File: config.mk
export PLATFORM = sky130hd
export DESIGN_NAME = multicycle_control_fsm_flat
export DESIGN_NICKNAME = d
export VERILOG_FILES = /design/src/rtl/cpu16_ctrl_pkg.sv /design/src/rtl/multicycle_control_fsm_if.sv /design/src/rtl/mem_wait_timer.sv /design/src/rtl/multicycle_control_fsm.sv /design/src/flat_wrapper.sv
export SDC_FILE = /design/constraint.sdc
export NUM_CORES = 1
export LEC_CHECK = 0
export CORE_UTILIZATION = 52
export DETAILED_ROUTE_END_ITERATION = 8
export PLACE_DENSITY_LB_ADDON = 0.12
export SLEW_MARGIN = 10
export SYNTH_ARGS = -nofsm -noshare
export SYNTH_HDL_FRONTEND = slang
export SYNTH_SLANG_ARGS = --single-unit
File: constraint.sdc
create_clock -name Clock -period 4.4 [get_ports Clock]
set_clock_uncertainty 0.2 [all_clocks]
set_input_delay 0.88 -clock Clock [delete_from_list [all_inputs] [get_ports Clock]]
set_output_delay 0.88 -clock Clock [all_outputs]
set_load 0.005 [all_outputs]
File: src/rtl/cpu16_ctrl_pkg.sv
// Shared encodings for the cpu16 multi-cycle controller: states, opcodes and
// the ALU/PC datapath select codes.
package cpu16_ctrl_pkg;

  typedef enum logic [3:0] {
    StFetch   = 4'd0,
    StDecode  = 4'd1,
    StExecR   = 4'd2,
    StExecI   = 4'd3,
    StMemAddr = 4'd4,
    StMemRd   = 4'd5,
    StMemWr   = 4'd6,
    StWbR     = 4'd7,
    StWbMem   = 4'd8,
    StBranch  = 4'd9,
    StJump    = 4'd10,
    StHalt    = 4'd11
  } state_e;

  localparam logic [3:0] OP_RTYPE_A = 4'b0000;
  localparam logic [3:0] OP_RTYPE_B = 4'b0001;
  localparam logic [3:0] OP_SHIFT   = 4'b0010;
  localparam logic [3:0] OP_LW      = 4'b0100;
  localparam logic [3:0] OP_SW      = 4'b0101;
  localparam logic [3:0] OP_BEQ     = 4'b0110;
  localparam logic [3:0] OP_J       = 4'b0111;
  localparam logic [3:0] OP_ADDI    = 4'b1001;
  localparam logic [3:0] OP_SUBI    = 4'b1010;
  localparam logic [3:0] OP_SLTI    = 4'b1011;
  localparam logic [3:0] OP_HALT    = 4'b1111;

  localparam logic [1:0] ALUOP_ADD   = 2'b00;
  localparam logic [1:0] ALUOP_SUB   = 2'b01;
  localparam logic [1:0] ALUOP_RTYPE = 2'b10;
  localparam logic [1:0] ALUOP_ITYPE = 2'b11;

  localparam logic [1:0] SRCB_RT     = 2'b00;
  localparam logic [1:0] SRCB_CONST2 = 2'b01;
  localparam logic [1:0] SRCB_IMM    = 2'b10;
  localparam logic [1:0] SRCB_IMM_SH = 2'b11;

  localparam logic [1:0] PCSRC_ALU    = 2'b00;
  localparam logic [1:0] PCSRC_ALUOUT = 2'b01;
  localparam logic [1:0] PCSRC_JUMP   = 2'b10;

  // State reached from DECODE; undefined opcodes map to StFetch.
  function automatic state_e decode_target(input logic [3:0] op);
    state_e tgt;
    case (op)
      OP_RTYPE_A, OP_RTYPE_B:              tgt = StExecR;
      OP_SHIFT, OP_ADDI, OP_SUBI, OP_SLTI: tgt = StExecI;
      OP_LW, OP_SW:                        tgt = StMemAddr;
      OP_BEQ:                              tgt = StBranch;
      OP_J:                                tgt = StJump;
      OP_HALT:                             tgt = StHalt;
      default:                             tgt = StFetch;
    endcase
    return tgt;
  endfunction

endpackage

File: src/rtl/multicycle_control_fsm_if.sv
// Controller <-> datapath bundle. Illegal exists only when ILLEGAL_TRAP_EN is defined.
interface multicycle_control_fsm_if;
  logic [3:0] opcode;
  logic       Zero;
  logic       MemReady;
  logic       PCWrite;
  logic       IorD;
  logic       MemRead;
  logic       MemWrite;
  logic       IRWrite;
  logic       MemtoReg;
  logic       RegDst;
  logic       RegWrite;
  logic       ALUSrcA;
  logic [1:0] ALUSrcB;
  logic [1:0] ALUOp;
  logic [1:0] PCSource;
  logic       InstrDone;
  logic       Halted;
  logic       BusErr;
  logic [3:0] State;
`ifdef ILLEGAL_TRAP_EN
  logic       Illegal;

  modport master (
    input  opcode, Zero, MemReady,
    output PCWrite, IorD, MemRead, MemWrite, IRWrite, MemtoReg, RegDst, RegWrite,
    output ALUSrcA, ALUSrcB, ALUOp, PCSource, InstrDone, Halted, BusErr, State, Illegal
  );
  modport slave (
    output opcode, Zero, MemReady,
    input  PCWrite, IorD, MemRead, MemWrite, IRWrite, MemtoReg, RegDst, RegWrite,
    input  ALUSrcA, ALUSrcB, ALUOp, PCSource, InstrDone, Halted, BusErr, State, Illegal
  );
`else
  modport master (
    input  opcode, Zero, MemReady,
    output PCWrite, IorD, MemRead, MemWrite, IRWrite, MemtoReg, RegDst, RegWrite,
    output ALUSrcA, ALUSrcB, ALUOp, PCSource, InstrDone, Halted, BusErr, State
  );
  modport slave (
    output opcode, Zero, MemReady,
    input  PCWrite, IorD, MemRead, MemWrite, IRWrite, MemtoReg, RegDst, RegWrite,
    input  ALUSrcA, ALUSrcB, ALUOp, PCSource, InstrDone, Halted, BusErr, State
  );
`endif
endinterface

File: src/rtl/mem_wait_timer.sv
// Counts consecutive not-ready cycles in a memory-wait state and flags a stall timeout.
module mem_wait_timer #(
  parameter int unsigned WAIT_MAX = 15,
  parameter int unsigned CNT_W    = 4
) (
  input  logic clk,
  input  logic rst,
  input  logic clear,
  input  logic active,
  input  logic ready,
  output logic timeout
);

  logic [CNT_W-1:0] cnt_q;

  always_ff @(posedge clk) begin
    if (rst || clear) begin
      cnt_q <= '0;
    end else if (active && !ready && (cnt_q != '1)) begin
      cnt_q <= cnt_q + CNT_W'(1);
    end
  end

  // A ready on the limit cycle still completes the access.
  assign timeout = (WAIT_MAX != 0) && active && !ready && (cnt_q == CNT_W'(WAIT_MAX));

endmodule

File: src/rtl/multicycle_control_fsm.sv
// Multi-cycle cpu16 control FSM. Define ILLEGAL_TRAP_EN to trap undefined opcodes
// into HALT with a sticky Illegal flag; otherwise they retire as NOPs.
module multicycle_control_fsm
  import cpu16_ctrl_pkg::*;
#(
  parameter int unsigned WAIT_MAX = 15,
  parameter int unsigned CNT_W    = 4
) (
  input logic                      Clock,
  input logic                      Reset,
  multicycle_control_fsm_if.master bus
);

  state_e state_q, state_d;
  logic   buserr_q;
  logic   regdst_q;
  logic   timeout;
  logic   in_wait;
  logic   state_chg;
  logic   op_legal;
`ifdef ILLEGAL_TRAP_EN
  logic   illegal_q;
`endif

  assign op_legal  = (decode_target(bus.opcode) != StFetch);
  assign in_wait   = (state_q == StFetch) || (state_q == StMemRd) || (state_q == StMemWr);
  assign state_chg = (state_d != state_q);

  mem_wait_timer #(
    .WAIT_MAX (WAIT_MAX),
    .CNT_W    (CNT_W)
  ) u_wait_timer (
    .clk     (Clock),
    .rst     (Reset),
    .clear   (state_chg),
    .active  (in_wait),
    .ready   (bus.MemReady),
    .timeout (timeout)
  );

  always_comb begin
    state_d = state_q;
    case (state_q)
      StFetch:  if (bus.MemReady) state_d = StDecode;
      StDecode: begin
        state_d = decode_target(bus.opcode);
`ifdef ILLEGAL_TRAP_EN
        if (!op_legal) state_d = StHalt;
`endif
      end
      StExecR, StExecI: state_d = StWbR;
      StMemAddr: state_d = (bus.opcode == OP_SW) ? StMemWr : StMemRd;
      StMemRd:   if (bus.MemReady) state_d = StWbMem;
      StMemWr:   if (bus.MemReady) state_d = StFetch;
      StHalt:    state_d = StHalt;
      default:   state_d = StFetch;
    endcase
    if (timeout) state_d = StHalt;
  end

  always_ff @(posedge Clock) begin
    if (Reset) begin
      state_q  <= StFetch;
      buserr_q <= 1'b0;
      regdst_q <= 1'b0;
`ifdef ILLEGAL_TRAP_EN
      illegal_q <= 1'b0;
`endif
    end else begin
      state_q <= state_d;
      if (timeout) buserr_q <= 1'b1;
      if (state_q == StExecR) regdst_q <= 1'b1;
      else if (state_q == StExecI) regdst_q <= 1'b0;
`ifdef ILLEGAL_TRAP_EN
      if ((state_q == StDecode) && !op_legal) illegal_q <= 1'b1;
`endif
    end
  end

  // Strobes decode from the state; reset and the timeout cycle squash all of them.
  always_comb begin
    bus.PCWrite   = 1'b0;
    bus.IorD      = 1'b0;
    bus.MemRead   = 1'b0;
    bus.MemWrite  = 1'b0;
    bus.IRWrite   = 1'b0;
    bus.MemtoReg  = 1'b0;
    bus.RegDst    = 1'b0;
    bus.RegWrite  = 1'b0;
    bus.ALUSrcA   = 1'b0;
    bus.ALUSrcB   = SRCB_RT;
    bus.ALUOp     = ALUOP_ADD;
    bus.PCSource  = PCSRC_ALU;
    bus.InstrDone = 1'b0;
    if (!Reset && !timeout) begin
      case (state_q)
        StFetch: begin
          bus.MemRead = 1'b1;
          bus.IRWrite = bus.MemReady;
          bus.PCWrite = bus.MemReady;
          bus.ALUSrcB = SRCB_CONST2;
        end
        StDecode: begin
          bus.ALUSrcB = SRCB_IMM_SH;
`ifndef ILLEGAL_TRAP_EN
          bus.InstrDone = !op_legal;
`endif
        end
        StExecR: begin
          bus.ALUSrcA = 1'b1;
          bus.ALUOp   = ALUOP_RTYPE;
        end
        StExecI: begin
          bus.ALUSrcA = 1'b1;
          bus.ALUSrcB = SRCB_IMM;
          bus.ALUOp   = ALUOP_ITYPE;
        end
        StMemAddr: begin
          bus.ALUSrcA = 1'b1;
          bus.ALUSrcB = SRCB_IMM;
        end
        StMemRd: begin
          bus.MemRead = 1'b1;
          bus.IorD    = 1'b1;
        end
        StMemWr: begin
          bus.MemWrite  = 1'b1;
          bus.IorD      = 1'b1;
          bus.InstrDone = bus.MemReady;
        end
        StWbR: begin
          bus.RegWrite  = 1'b1;
          bus.RegDst    = regdst_q;
          bus.InstrDone = 1'b1;
        end
        StWbMem: begin
          bus.RegWrite  = 1'b1;
          bus.MemtoReg  = 1'b1;
          bus.InstrDone = 1'b1;
        end
        StBranch: begin
          bus.ALUSrcA   = 1'b1;
          bus.ALUOp     = ALUOP_SUB;
          bus.PCSource  = PCSRC_ALUOUT;
          bus.PCWrite   = bus.Zero;
          bus.InstrDone = 1'b1;
        end
        StJump: begin
          bus.PCWrite   = 1'b1;
          bus.PCSource  = PCSRC_JUMP;
          bus.InstrDone = 1'b1;
        end
        default: ;
      endcase
    end
    bus.Halted = !Reset && (state_q == StHalt);
    bus.BusErr = !Reset && buserr_q;
    bus.State  = Reset ? 4'd0 : 4'(state_q);
`ifdef ILLEGAL_TRAP_EN
    bus.Illegal = !Reset && illegal_q;
`endif
  end

endmodule

File: src/flat_wrapper.sv
// flat-port wrapper written by rule: the top's interface ports become plain ports
module multicycle_control_fsm_flat import cpu16_ctrl_pkg::*;
#(
  parameter int unsigned WAIT_MAX = 15,
  parameter int unsigned CNT_W    = 4
)
  (Clock, Reset, bus_opcode, bus_Zero, bus_MemReady, bus_PCWrite, bus_IorD, bus_MemRead, bus_MemWrite, bus_IRWrite, bus_MemtoReg, bus_RegDst, bus_RegWrite, bus_ALUSrcA, bus_ALUSrcB, bus_ALUOp, bus_PCSource, bus_InstrDone, bus_Halted, bus_BusErr, bus_State);
  multicycle_control_fsm_if bus_i ();
  input logic Clock;
  input logic Reset;
  input wire logic [$bits(bus_i.opcode)-1:0] bus_opcode;
  input wire logic [$bits(bus_i.Zero)-1:0] bus_Zero;
  input wire logic [$bits(bus_i.MemReady)-1:0] bus_MemReady;
  output wire logic [$bits(bus_i.PCWrite)-1:0] bus_PCWrite;
  output wire logic [$bits(bus_i.IorD)-1:0] bus_IorD;
  output wire logic [$bits(bus_i.MemRead)-1:0] bus_MemRead;
  output wire logic [$bits(bus_i.MemWrite)-1:0] bus_MemWrite;
  output wire logic [$bits(bus_i.IRWrite)-1:0] bus_IRWrite;
  output wire logic [$bits(bus_i.MemtoReg)-1:0] bus_MemtoReg;
  output wire logic [$bits(bus_i.RegDst)-1:0] bus_RegDst;
  output wire logic [$bits(bus_i.RegWrite)-1:0] bus_RegWrite;
  output wire logic [$bits(bus_i.ALUSrcA)-1:0] bus_ALUSrcA;
  output wire logic [$bits(bus_i.ALUSrcB)-1:0] bus_ALUSrcB;
  output wire logic [$bits(bus_i.ALUOp)-1:0] bus_ALUOp;
  output wire logic [$bits(bus_i.PCSource)-1:0] bus_PCSource;
  output wire logic [$bits(bus_i.InstrDone)-1:0] bus_InstrDone;
  output wire logic [$bits(bus_i.Halted)-1:0] bus_Halted;
  output wire logic [$bits(bus_i.BusErr)-1:0] bus_BusErr;
  output wire logic [$bits(bus_i.State)-1:0] bus_State;
  assign bus_i.opcode = bus_opcode;
  assign bus_i.Zero = bus_Zero;
  assign bus_i.MemReady = bus_MemReady;
  assign bus_PCWrite = bus_i.PCWrite;
  assign bus_IorD = bus_i.IorD;
  assign bus_MemRead = bus_i.MemRead;
  assign bus_MemWrite = bus_i.MemWrite;
  assign bus_IRWrite = bus_i.IRWrite;
  assign bus_MemtoReg = bus_i.MemtoReg;
  assign bus_RegDst = bus_i.RegDst;
  assign bus_RegWrite = bus_i.RegWrite;
  assign bus_ALUSrcA = bus_i.ALUSrcA;
  assign bus_ALUSrcB = bus_i.ALUSrcB;
  assign bus_ALUOp = bus_i.ALUOp;
  assign bus_PCSource = bus_i.PCSource;
  assign bus_InstrDone = bus_i.InstrDone;
  assign bus_Halted = bus_i.Halted;
  assign bus_BusErr = bus_i.BusErr;
  assign bus_State = bus_i.State;
  multicycle_control_fsm #(.WAIT_MAX(WAIT_MAX), .CNT_W(CNT_W)) u_core (.Clock(Clock), .Reset(Reset), .bus(bus_i));
endmodule
==> results of run 1 <==
==> logic make-up after synthesis <==
family | after synthesis | share of synthesized area
simple gates | 90 | 0.463
compound gates | 36 | 0.223
buf+inv | 15 | 0.0734
flops | 10 | 0.181
xor+xnor | 5 | 0.0396
mux | 1 | 0.00904
fa+ha+maj | 1 | 0.0113
==> placed cells by master (no fill, tap or decap), drive strengths merged, types with 6 or more instances in the layout <==
master	count
clkdlybuf4s50	29
nand2	14
a21oi	11
o21ai	6
nor3	17
nor2b	9
nor2	18
nand2b	11
nor4	6
dfxtp	10
==> power groups by stage <==
stage          logic [mW]  registers (mW)  clock network (mW)
2_1_floorplan       0.303           0.126                   0
3_3_place_gp        0.392           0.145                   0
3_5_place_dp        0.398           0.147                   0
4_1_cts             0.401           0.145              0.0834
5_1_grt             0.447           0.149              0.0891
6_report            0.403           0.146              0.0818
==> state kept, by name (all words and copies together), names as in the netlist <==
| register | flops |
|---|---|
| u_core.u_wait_timer.cnt_q | 4 |
| u_core.buserr_q | 1 |
| u_core.state_q | 4 |
| u_core.regdst_q | 1 |
==> worst paths after layout <==
path	startpoint	cells after the start	to
worst min register to register	u_core.regdst_q$_SDFFE_PP0P_	2	u_core.regdst_q$_SDFFE_PP0P_
worst min-delay path	u_core.regdst_q$_SDFFE_PP0P_	2	u_core.regdst_q$_SDFFE_PP0P_
worst max-delay path	bus_MemReady	7	bus_IRWrite
worst max register to register	u_core.state_q[3]$_SDFF_PP0_	5	u_core.u_wait_timer.cnt_q[2]$_SDFFE_PP0P_
==> final cells by class <==
class | count | area [um2] | share of cell area
Inverter | 3 | 11.3 | 0.00785
Tap cell | 27 | 33.8 | 0.0235
Timing Repair Buffer | 34 | 328 | 0.228
Multi-Input combinational cell | 133 | 826 | 0.575
Sequential cell | 10 | 200 | 0.139
Clock buffer | 4 | 36.3 | 0.0253
==> worst max-delay path, stage by stage <==
cell and delay (ps):
clkdlybuf4s50_1 560, nor3_1 70, a32o_2 340, nand2_1 120
nand2b_1 290, nor4_1 340, clkdlybuf4s50_1 550
==> through the flow <==
stage	instances	cell area (um2)	power (mW)	worst slack [ps]	util
after floorplan	158	1110	0.430	1310	-
after global placement	207	1400	0.537	248	0.706
after detailed placement	207	1400	0.545	169	0.706
after CTS	211	1440	0.629	154	0.724
after global routing	211	1440	0.684	9.23	0.724
final	211	1440	0.631	162	0.724
==> Yosys cell counts (all sizes together) (3+ instances only) <==
cell type | n | area share
nor2 | 18 | 0.061
nor3 | 17 | 0.092
nand2 | 14 | 0.047
a21oi | 11 | 0.050
nand2b | 11 | 0.062
dfxtp | 10 | 0.18
buf | 9 | 0.053
nor2b | 9 | 0.051
nor4 | 6 | 0.045
o21ai | 6 | 0.027
clkbuf | 3 | 0.010
inv | 3 | 0.010
nand3 | 3 | 0.014
o21bai | 3 | 0.020
o311ai | 3 | 0.024
xor2 | 3 | 0.024
==> routing by layer <==
| layer | vias up | wire [um] | GRT usage |
|---|---|---|---|
| met5 | - | 0 | 0 |
| met4 | 0 | 23 | 0.111 |
| met3 | 4 | 215 | 0.0519 |
| met2 | 51 | 1300 | 0.363 |
| met1 | 557 | 1290 | 0.391 |
| li1 | 624 | - | - |
==> run summary, run 1 <==
vias in the first global route: 970
Post-Syn Nets: 167
max frequency: 236 MHz
CORE AREA: 0.00198 mm2
setup bufs post-CTS: 0
num rows: 16
Worst EP required: 3320 ps
Post-synth EDFFs: 0
Yosys reg bits: 10
die width: 48.1 um
Crit Path Category: primary input to output pin
Gates resized, CTS repair: 0
max_cap viols: 0
residual DRC count: 0
Hold Crit Class: register to register
Netlist Area Pre-Place: 0.00111 mm2
Setup TNS: 0 ps
gpl congestion: 0.852
first-pass GRT wire length: 4290 um
most common flop cell mapped by yosys: dfxtp_1
initial antenna violation count: 0
NetSw: 277 uW
FILL cells: 157
clk_lat worst skew: 270 ps
Buffers on Ports: 29
worst-margin pin slew: 675 ps
Initial Util: 0.559
Internal: 354 uW
Post-synth ARST share: 0
Slew Limit Fails: 0
clock share of power: 0.130
critical path launch point type: primary input
Worst VDD drop: 0.329 mV
Post-DP HPWL: 2080 um
maximum clock path buffer count: 2
Die Ht: 48.1 um
Flop pwr share: 0.232
critical path arrival: 3160 ps
Leak: 0.501 nW
largest net degree at the start of global routing: 30
pwr dens: 440 mW/mm2
Num CTS Buffers: 3
CP Capture Type: output pin
CTS root buf: clkbuf_4
IO Count: 30
sw frac: 0.439
hold_ws: 297 ps
H-tree levels: 1
initial drt markers: 55
register area share after synthesis: 0.181
Vias/cell: 5.86
Logic pwr share: 0.639
YS warnings: 0
Total GRT Usage: 0.263
CP max FO: 14
Die Area: 0.00232 mm2
CTS sink cnt: 10
CTS Hold Bufs: 0
hold violation total from the final report: 0
library cells used by synthesis: 45
antenna violation net count after detailed routing: 0
Ant. Diodes: 0
Final Cycle Share: 0.963
Reg2Reg Setup Slack: 2070 ps
Net count, final: 194
Reg clk slew, reported paths: 60 ps
total gr overflow: 0
Vias: 1236
Final Critical Period: 4240 ps
Area Growth Syn to Fin: 29.6%
WL per Instance: 13.4 um
First-pass DRT Iterations: 5
CTS tree: yes
total wire length: 2830 um
run status: finished clean
final setup vio count: 0
Post-Syn Instances: 158
layout cells sized above 1: 0.109
Slew headroom: 0.549
RSZ-0062 raised after global routing: false
Avg Inst Size Synth: 7.01 um2
Power figures use the tool's default switching activity.
==> inputs of run 2 (changes only) <==
- CTS_CLUSTER_SIZE: default -> 28
==> results of run 2 <==
Final layout, timing and power as in run 1 (identical DEF).
==> inputs of run 3 (changes only) <==
- CELL_PAD_IN_SITES_DETAIL_PLACEMENT: default -> 0
- CELL_PAD_IN_SITES_GLOBAL_PLACEMENT: default -> 1
- CORE_UTILIZATION: 52 -> 36
==> run 3 against run 2 <==
  * The run now ends with design-rule violations left
  * Highest routed layer unchanged
  * Register-to-register slack about the same
  * Worst setup slack better by 21 ps
  * Combinational power about the same
  * Critical endpoint is now bus_PCSource[1]
  * Fmax up 0.49%
  * First-iteration DRC count down 7.3%
  * Final area up 0.87%
  * Largest power group unchanged
==> run summary, run 3 (synthesis results as in run 1) <==
Slew Limit Fails: 0 (unchanged)
gpl congestion: 0.805 (-5.5%)
Worst EP required: 3320 ps (about the same)
Buffers on Ports: 29 (unchanged)
WL per Instance: 14.1 um (+5.3%)
Vias: 1237 (+0.081%)
Worst VDD drop: 0.285 mV (-13%)
Logic pwr share: 0.639 (about the same)
layout cells sized above 1: 0.114 (+0.00482)
Internal: 355 uW (+0.24%)
CP max FO: 8 (-6)
clock share of power: 0.133 (+0.003)
Multi-input gate area: 826 um2 (unchanged)
Ant. Diodes: 0 (unchanged)
worst-margin pin slew: 727 ps (+52.3 ps)
Pwr Total: 635 uW (+0.52%)
total wire length: 3060 um (+7.8%)
Vias/cell: 5.73 (-2.2%)
FILL cells: 305 (+94%)
Final Cycle Share: 0.958 (-0.00473)
Die Area: 0.00330 mm2 (+42%)
maximum clock path buffer count: 2 (unchanged)
post-route insts no fill: 216 (+2.4%)
first-pass GRT wire length: 5160 um (+20%)
run status: finished with violations
registers with the most flip-flops: u_core.state_q (4), u_core.u_wait_timer.cnt_q (4)
CTS tree: yes
failing checks: design-rule violations
Net count, final: 195 (+0.52%)
Setup TNS: 0 ps (unchanged)
placed cell count: 212 (+2.4%)
Post-DP HPWL: 2310 um (+11%)
vias in the first global route: 1163 (+20%)
largest net degree at the start of global routing: 22 (-27%)
hold violation total from the final report: 0 (unchanged)
IO Count: 30 (unchanged)
Final Critical Period: 4220 ps (-20.8 ps)
die width: 57.5 um (+19%)
hold_ws: 270 ps (-27.7 ps)
most common cell after layout, fill and taps aside: clkdlybuf4s50_1
Leak: 0.506 nW (+0.96%)
CP Capture Type: output pin
Initial Util: 0.391 (-0.167)
antenna violation net count after detailed routing: 0 (unchanged)
H-tree levels: 1 (unchanged)
commonest non-fill, non-tap cells in the layout: clkdlybuf4s50_1 (29), nor2_1 (18), nor3_1 (15), nand2_1 (14)
Num CTS Buffers: 3 (unchanged)
initial antenna violation count: 0 (unchanged)
Area Growth Syn to Fin: 30.7%
clk_lat worst skew: 270 ps (about the same)
residual DRC count: 1 (+1)
max frequency: 237 MHz (+0.49%)
NetSw: 280 uW (+0.89%)
setup bufs post-CTS: 0 (unchanged)
max_cap viols: 0 (unchanged)
sw frac: 0.441 (+0.00160)
initial drt markers: 51 (-7.3%)
critical path arrival: 3140 ps (-20 ps)
Total GRT Usage: 0.198 (-0.0649)
CTS Hold Bufs: 0 (unchanged)
Hold Crit Class: register to register
First-pass DRT Iterations: 6 (+1)
pwr dens: 438 mW/mm2 (-0.35%)
Seq. cell area: 200 um2 (unchanged)
num rows: 19 (+3)
CORE AREA: 0.00283 mm2 (+43%)
Gates resized, CTS repair: 0 (unchanged)
Slew headroom: 0.514 (-0.0349)
critical path launch point type: primary input
final setup vio count: 0 (unchanged)
CTS root buf: clkbuf_4
CTS sink cnt: 10 (unchanged)
Reg clk slew, reported paths: 60 ps (about the same)
Crit Path Category: primary input to output pin
RSZ-0062 raised after global routing: false
Die Ht: 57.5 um (+19%)
Flop pwr share: 0.228 (-0.004)
total gr overflow: 0 (unchanged)
run 3: cell types whose count changed in the layout (fill, tap and decap cells not counted):
cell,delta
buf_4,+1
run 3: critical path, stage by stage:
cell and delay, ps:
clkdlybuf4s50_1 480, nor4b_2 400, a32o_2 270, nand2_1 120, nand2b_1 260, buf_4 220
nor3_1 50, clkdlybuf4s50_1 460
run 3: power groups by stage:
stage               Combinational [mW]  Sequential, mW  Clock (mW)
finish                           0.405           0.145      0.0845
global route                     0.453           0.150      0.0950
CTS                              0.409           0.144      0.0877
detailed placement               0.406           0.146           0
global placement                 0.406           0.146           0
floorplan                        0.303           0.126           0
run 3: final cells by class:
cell class,count,area share
multi-input combinational,133,0.570
timing repair buffer,35,0.232
inverter,3,0.00778
clock buffer,4,0.0251
sequential,10,0.138
tap,31,0.0268
run 3: path summary, 6_finish.rpt:
check                          startpoint  slack [ps]                                         to  depth (start not counted)
max                          bus_MemReady         180                            bus_PCSource[1]                          8
min          u_core.buserr_q$_SDFFE_PP0P_         270               u_core.buserr_q$_SDFFE_PP0P_                          2
max reg2reg  u_core.state_q[3]$_SDFF_PP0_        2060  u_core.u_wait_timer.cnt_q[2]$_SDFFE_PP0P_                          5
min reg2reg  u_core.buserr_q$_SDFFE_PP0P_         270               u_core.buserr_q$_SDFFE_PP0P_                          2
run 3: layer usage:
metal	up-vias	wire, um	global-route usage
met2	25	1540	0.332
met4	0	23	0.0453
met1	581	1360	0.256
met5	-	0	0
met3	4	128	0.0454
li1	627	-	-
run 3: stage by stage:
| step | area (um2) | setup WS (ps) | util |
|---|---|---|---|
| final | 1450 | 183 | 0.512 |
| after global routing | 1450 | 37.2 | 0.512 |
| after CTS | 1450 | 174 | 0.512 |
| after detailed placement | 1410 | 190 | 0.499 |
| after global placement | 1410 | 291 | 0.499 |
| after floorplan | 1110 | 1310 | - |
